<file path="config.mk">
export PLATFORM = sky130hd
export DESIGN_NAME = led_mode_ctrl
export DESIGN_NICKNAME = d
export VERILOG_FILES = /design/src/rtl/led_mode_ctrl.sv
export SDC_FILE = /design/constraint.sdc
export NUM_CORES = 1
export LEC_CHECK = 0
export CAP_MARGIN = 25
export CORE_MARGIN = 4
export CORE_UTILIZATION = 28
export CTS_BUF_LIST = sky130_fd_sc_hd__clkbuf_16
export DETAILED_ROUTE_END_ITERATION = 10
export PLACE_DENSITY = 0.46
export SYNTH_ARGS = -nofsm -noshare
export SYNTH_HDL_FRONTEND = slang
export SYNTH_SLANG_ARGS = --single-unit
</file>
<file path="constraint.sdc">
create_clock -name sys_clk -period 4 [get_ports sys_clk]
set_input_delay 0.4 -clock sys_clk [delete_from_list [all_inputs] [get_ports sys_clk]]
set_output_delay 0.4 -clock sys_clk [all_outputs]
set_load 0.005 [all_outputs]
</file>
<file path="src/rtl/led_mode_ctrl.sv">
// ---------------------------------------------------------------------------
// led_mode_ctrl
// Pattern sequencer for an 8-LED bank. A prescaler derives a step tick from
// sys_clk; on each tick the current display mode advances its pattern. Modes
// are OFF, BLINK, RUN (rotating light) and BOUNCE (light sweeping back and
// forth). Modes advance on a debounced key pulse or automatically after
// AUTO_STEPS ticks.
//
// Ports:
//   sys_clk    in   1  system clock
//   sys_rst    in   1  synchronous reset, active-high
//   en         in   1  run enable; 0 freezes stepping (prescaler, pattern, auto count)
//   mode_next  in   1  single-cycle pulse, advance to next mode (wraps 3->0)
//   auto_cycle in   1  level, enables automatic advance (1->2->3->1, OFF skipped)
//   led_out    out  8  LED drive, 1 = on, registered
//   mode       out  2  0 OFF, 1 BLINK, 2 RUN, 3 BOUNCE, registered
//   step_tick  out  1  en && prescaler == TICK_CYC-1 (decoded from registers)
// ---------------------------------------------------------------------------
module led_mode_ctrl #(
    parameter int CLK_FREQ   = 50_000_000,
    parameter int TICK_HZ    = 4,
    parameter int AUTO_STEPS = 16
) (
    input  logic       sys_clk,
    input  logic       sys_rst,
    input  logic       en,
    input  logic       mode_next,
    input  logic       auto_cycle,
    output logic [7:0] led_out,
    output logic [1:0] mode,
    output logic       step_tick
);

    localparam int TICK_CYC = CLK_FREQ / TICK_HZ;
    localparam int PW       = (TICK_CYC > 1) ? $clog2(TICK_CYC) : 1;
    localparam int AW       = (AUTO_STEPS > 1) ? $clog2(AUTO_STEPS) : 1;

    localparam logic [PW-1:0] PRE_LAST  = PW'(TICK_CYC - 1);
    localparam logic [AW-1:0] AUTO_LAST = AW'(AUTO_STEPS - 1);

    typedef enum logic [1:0] {
        MODE_OFF    = 2'd0,
        MODE_BLINK  = 2'd1,
        MODE_RUN    = 2'd2,
        MODE_BOUNCE = 2'd3
    } mode_e;

    // Bounce direction encoding: 0 = moving towards bit 7, 1 = towards bit 0.
    localparam logic DIR_LEFT  = 1'b0;
    localparam logic DIR_RIGHT = 1'b1;

    mode_e         r_mode;
    logic [7:0]    r_led;
    logic [PW-1:0] r_pre;
    logic [AW-1:0] r_cnt;
    logic          r_dir;

    mode_e         w_mode_nxt;
    logic [7:0]    w_led_nxt;
    logic [PW-1:0] w_pre_nxt;
    logic [AW-1:0] w_cnt_nxt;
    logic          w_dir_nxt;
    logic          w_change;
    logic          w_tick;
    logic          w_auto_adv;

    assign w_tick     = en && (r_pre == PRE_LAST);
    assign w_auto_adv = auto_cycle && en && (r_mode != MODE_OFF) && w_tick
                        && (r_cnt == AUTO_LAST);

    assign step_tick = w_tick;
    assign led_out   = r_led;
    assign mode      = r_mode;

    // Next-state: mode change (manual beats auto) loads entry values and
    // discards any coincident step; otherwise prescaler/pattern/auto count run.
    always_comb begin
        w_mode_nxt = r_mode;
        w_led_nxt  = r_led;
        w_pre_nxt  = r_pre;
        w_cnt_nxt  = r_cnt;
        w_dir_nxt  = r_dir;
        w_change   = 1'b0;

        if (mode_next) begin
            w_change   = 1'b1;
            w_mode_nxt = mode_e'(r_mode + 2'd1);
        end else if (w_auto_adv) begin
            w_change   = 1'b1;
            w_mode_nxt = (r_mode == MODE_BOUNCE) ? MODE_BLINK : mode_e'(r_mode + 2'd1);
        end else begin
            w_change   = 1'b0;
        end

        if (w_change) begin
            w_pre_nxt = '0;
            w_cnt_nxt = '0;
            w_dir_nxt = DIR_LEFT;
            case (w_mode_nxt)
                MODE_OFF:    w_led_nxt = 8'h00;
                MODE_BLINK:  w_led_nxt = 8'hFF;
                MODE_RUN:    w_led_nxt = 8'h01;
                MODE_BOUNCE: w_led_nxt = 8'h01;
                default:     w_led_nxt = 8'h00;
            endcase
        end else begin
            if (en) begin
                w_pre_nxt = w_tick ? '0 : (r_pre + PW'(1));
            end else begin
                w_pre_nxt = r_pre;
            end

            // The count never reaches past AUTO_LAST here: that tick advances the mode.
            if (!auto_cycle || (r_mode == MODE_OFF)) begin
                w_cnt_nxt = '0;
            end else if (w_tick) begin
                w_cnt_nxt = r_cnt + AW'(1);
            end else begin
                w_cnt_nxt = r_cnt;
            end

            if (w_tick) begin
                case (r_mode)
                    MODE_OFF:   w_led_nxt = 8'h00;
                    MODE_BLINK: w_led_nxt = ~r_led;
                    MODE_RUN:   w_led_nxt = {r_led[6:0], r_led[7]};
                    MODE_BOUNCE: begin
                        // Reverse at the ends so 80 and 01 each appear once per sweep.
                        if (r_dir == DIR_LEFT) begin
                            if (r_led[7]) begin
                                w_led_nxt = r_led >> 1;
                                w_dir_nxt = DIR_RIGHT;
                            end else begin
                                w_led_nxt = r_led << 1;
                                w_dir_nxt = DIR_LEFT;
                            end
                        end else begin
                            if (r_led[0]) begin
                                w_led_nxt = r_led << 1;
                                w_dir_nxt = DIR_LEFT;
                            end else begin
                                w_led_nxt = r_led >> 1;
                                w_dir_nxt = DIR_RIGHT;
                            end
                        end
                    end
                    default:    w_led_nxt = 8'h00;
                endcase
            end else begin
                w_led_nxt = r_led;
            end
        end
    end

    // State register with synchronous reset taking priority over all inputs.
    always_ff @(posedge sys_clk) begin
        if (sys_rst) begin
            r_mode <= MODE_OFF;
            r_led  <= 8'h00;
            r_pre  <= '0;
            r_cnt  <= '0;
            r_dir  <= DIR_LEFT;
        end else begin
            r_mode <= w_mode_nxt;
            r_led  <= w_led_nxt;
            r_pre  <= w_pre_nxt;
            r_cnt  <= w_cnt_nxt;
            r_dir  <= w_dir_nxt;
        end
    end

endmodule

</file>
# Yosys cells after proc, flatten, opt, wreduce, memory -nomap -nowiden
# Index checks and enable logic that the tools add are counted.
# totals
ff_bits,39
in_bits,5
output_inout_bits,11
# classes
n_addsub,3
eq_ne,8
muxes,16
n_bitwise,1
n_reduce_logical,15
# op_table
op,count
$mux 8,5
$pmux 8 s4,1
$add 24x1->24 const B,1
$eq 24x24->1 const B,1
$mux 24,1
$pmux 8 s3,1
$eq 2x2->1 const B,4
$not 8->8,1
$mux 2,3
$logic_and 1x1->1,5
$mux 1,5
$add 4x1->4 const B,1
$eq 2x1->1 const B,2
$eq 4x4->1 const B,1
$logic_not 2->1,2
$reduce_bool 2->1,2
$reduce_or 2->1,2
$reduce_or 3->1,1
$add 2x1->2 const B,1
$reduce_and 2->1,1
$logic_not 1->1,1
$logic_or 1x1->1,1

# Longest topological paths before layout
# logic_depth
depth_word,10
mapped_depth,8

# Worst setup path before layout
# No wires, ideal clock.
# synth_path
path_kind,register -> register
start,register r_pre[0]
end,"register r_mode[0], in the netlist mode[0]"
arrival_ns,2.079
slack_ns,1.847
path_stages_with_launch,8
path_buffers,1
path_cell_list,dfxtp_1 > ha_1 > nand3_2 > or4_4 > or3_1 > clkbuf_2 > or3_1 > a31oi_1
# synth_between
elab_chain_cells,6
# synth_rtl
element,line_no,rtl
"start, declared",54,logic [PW-1:0] r_pre;
"start signal, assigned",166,r_pre <= w_pre_nxt;
$eq 24x24->1,67,assign w_tick = en && (r_pre == PRE_LAST);
$logic_and 1x1->1,67,
$logic_and 1x1->1,68,assign w_auto_adv = auto_cycle && en && (r_mode != MODE_OFF) && w_tick
$logic_and 1x1->1,69,&& (r_cnt == AUTO_LAST);
$mux 2,88,end else if (w_auto_adv) begin
$mux 2,85,if (mode_next) begin
"end signal, assigned",164,r_mode <= w_mode_nxt;
"end, declared",52,mode_e r_mode;
# Every way passes these cells.
# A chain may end at the register's enable or synchronous reset.

# Worst setup path in the final report
# layout_path
start,input en
end,output step_tick
# layout_between
elab_chain_cells,1
# layout_rtl
element,line_no,rtl
"start, declared",26,"input logic en,"
$logic_and 1x1->1,67,
"end, declared",31,output logic step_tick
# Every way passes these cells.

==> results by group <==
Critical path
  – Worst setup EP type: primary output
  – Startpoint Class: primary input
  – Cell-by-cell listing of the critical path: clkdlybuf4s50_1 -> nand3_2 -> nor4_1 -> nand2_1 -> inv_1 -> clkdlybuf4s50_1
  – Reg2Reg Depth: 6
  – Critical path arrival: between 2000 and 3000 ps
  – Max incr delay on CP: between 600 and 700 ps
  – Worst Path Class, Setup: in2out
  – Worst Path Required: 3600 ps
  – CP max-delay cell: clkdlybuf4s50_1
  – Critical path peak fanout: 8
  – Crit path top cell by count: clkdlybuf4s50_1
  – RR Endpoint: r_pre[1]
  – Worst R2R Setup Slack: about 1500 ps
  – Worst R2R Start: r_pre[0]

Floorplanning
  – Die H: 92.3 microns
  – Chip Width: ~92 microns
  – Placeable core area: 6830 sq um
  – Ports: 16
  – Die ar.: 8520 sq um
  – Initial Utilization: 29.1%
  – Row count: 30

Synthesis
  – Cell variety after synth: 40
  – Synth area leaders: dfxtp_1 39%, xor2_1 7.5%, nor2_1 6.6%
  – Sequential area share after synthesis: 39.2%
  – Mapped Area: 1990 sq um
  – Syn Nets: 252
  – Most common flop cell mapped by yosys: dfxtp_1
  – Post-synth ARST share: 0%
  – Synth warn: 0
  – Yosys top cell by area: dfxtp_1
  – FF+latch count, synth: 39
  – Number of synthesized flops with an enable pin: 0
  – Gate Count Post-Synth: between 200 and 250
  – Synth Area per Inst: between 8 and 9 sq um
  – Yosys top cell area share: 39.2%

Global route
  – Vias in the first global route: around 1600
  – Total grt overflow: 0
  – Initial antenna violation count: 0
  – Largest net degree at the start of global routing: 24
  – First-pass GRT wire length: 7820 microns
  – Total track usage: 11.5%

Pwr
  – Total Power: about 940 uW
  – LEAKAGE: 0.798 nW
  – PwrDens: 390 nW/um^2
  – Worst IR Drop VDD: 0.196 mV

Clock tree
  – CTS sink cnt: 39
  – Post-CTS resize count: 0
  – Root Driver: clkbuf_16
  – Worst-case clock buffer depth: 2
  – CTS tree: built
  – Setup Fix Bufs, Post-CTS: 0
  – Clock slew at reported path FFs: ~60 ps
  – Cts bufs inserted: 5
  – Number of hold buffers added after CTS: 0
  – H-Tree Depth: 2
  – Clk Latency, worst-skew pair: 290 ps

Timing
  – Least-Margin Pin Slew: 851 ps
  – Setup violators final: 0
  – Pins Over Slew Limit: 0
  – Max Freq: 327 MHz
  – Final worst path period need: 3050 ps
  – Rel. slew slack: 42.7%
  – Clock Skews: 10.9 ps
  – Final Hold Viols: 0
  – Final worst-path cycle share: 76.4%
  – Setup TNS: 0 ps
  – RSZ-0062 raised after global routing: false

Job
  – Max Cap Viol: 0

Route
  – Routed wire length: 4570 microns
  – Vias: 1695
  – Starting DRT DRC Count: 99
  – DRC Markers: 0
  – WL/cell: around 13 microns
  – Final ANT Viol Nets: 0
  – Avg Vias per Cell: 4.79
  – DR pass1 iterations: 4

Layout
  – Final Non-Filler Cells: 354
  – Fin util: between 30% and 40%
  – Layout cells sized above 1: 6.59%
  – Fillcell total: 766
  – Number of diodes: 0
  – Nets: about 270
  – Finished Cell Area: approximately 2400 sq um
  – Area growth from synthesis to layout: 21.6%

Place
  – Routability cong.: ~0.81
  – Port Buffers: 15
  – Hpwl dp: between 3000 and 4000 microns
  – Cells after DPL: 346
  – Dpl cell area: 2250 sq um

Hold path
  – Hold Path Sink: r_cnt[1]
  – Hold Path Class: reg2reg
  – Hold Path Origin: r_cnt[1]
  – Worst hold path depth: 2

Status
  – Run status: finished, final reports clean
## how the worst max path moves through the flow
| stage | slack (ps) | from | end |
|---|---|---|---|
| after floorplan | 1850 | r_pre[0] | mode[0] |
| after global placement | 1040 | en | led_out[2] |
| after detailed placement | 970 | en | step_tick |
| after CTS | 960 | en | step_tick |
| after global routing | 780 | en | step_tick |
| final | 950 | en | step_tick |
## cells in the mapped netlist, types with 2 or more instances
master / n
a21o_1: 3
a21oi_1: 8
a221oi_1: 7
a222oi_1: 5
a22oi_1: 2
a31oi_1: 2
and3_1: 4
buf_1: 3
clkbuf_1: 3
dfxtp_1: 39
ha_1: 7
inv_1: 17
nand2_1: 18
nand2b_1: 3
nand3_1: 17
nand4_1: 9
nor2_1: 35
nor2b_1: 2
nor3_1: 5
nor4_1: 3
o31ai_1: 2
or2_2: 4
or3_1: 2
xnor2_1: 8
xor2_1: 17
## layout make-up
type	count	area [sq um]	area share (%)
timing repair buffer	17	165	6.83
clock buffer	5	125	5.17
multi-input combinational	177	1120	46.2
sequential	39	781	32.3
clock inverter	3	46.3	1.91
tap	96	120	4.97
inverter	17	63.8	2.64
## routing by layer
layer | vias up | GRT usage, % | part of all wire, %
met5 | - | 0 | 0
met4 | 0 | 3.34 | 1.2
met3 | 5 | 3.74 | 2.9
met2 | 19 | 17.3 | 46
met1 | 792 | 15.8 | 50
li1 | 879 | - | -
## metrics by stage
stage	setup slack, ps	hold slack (ps)
global route	778	517
detailed placement	972	474
floorplan	1850	449
CTS	963	484
global placement	1040	471
finish	946	484
## cells by family after synthesis
kind of cell,Yosys count,share of synthesized area [%]
AO/OA/AOI/OAI,38,14.3
XOR/XNOR,25,11.0
adder cells (fa/ha/maj),7,4.40
buffers and inverters,24,4.59
flip-flops,39,39.2
AND/OR/NAND/NOR,107,26.4
## sequential cells by signal (all words and copies together) (netlist names)
| register | flops |
|---|---|
| mode | 2 |
| led_out | 8 |
| r_dir | 1 |
| r_pre | 24 |
| r_cnt | 4 |
## worst max-delay path: cells and delay by family
kind,cells,cell delay (ps)
buf+inv,3,1320
simple gates,3,930
## report_power, final
part	switching, mW	internal (mW)
registers	0.0113	0.397
logic	0.0379	0.0348
clock network	0.166	0.296
## cell usage in the layout, fill, tap and decap left out, types with 3 or more instances in the layout
cell type	instances
nand4_1	9
nor2_1	35
clkbuf_16	5
xor2_1	17
or2_2	4
and3_1	4
a21o_1	3
xnor2_1	8
nor3_1	5
ha_1	7
nand2b_1	3
clkdlybuf4s50_1	15
inv_1	17
a222oi_1	5
nand2_1	18
nand3_1	17
a221oi_1	7
a21oi_1	8
dfxtp_1	39
nor4_1	3
Note: power is estimated with default switching activity, not from simulation.
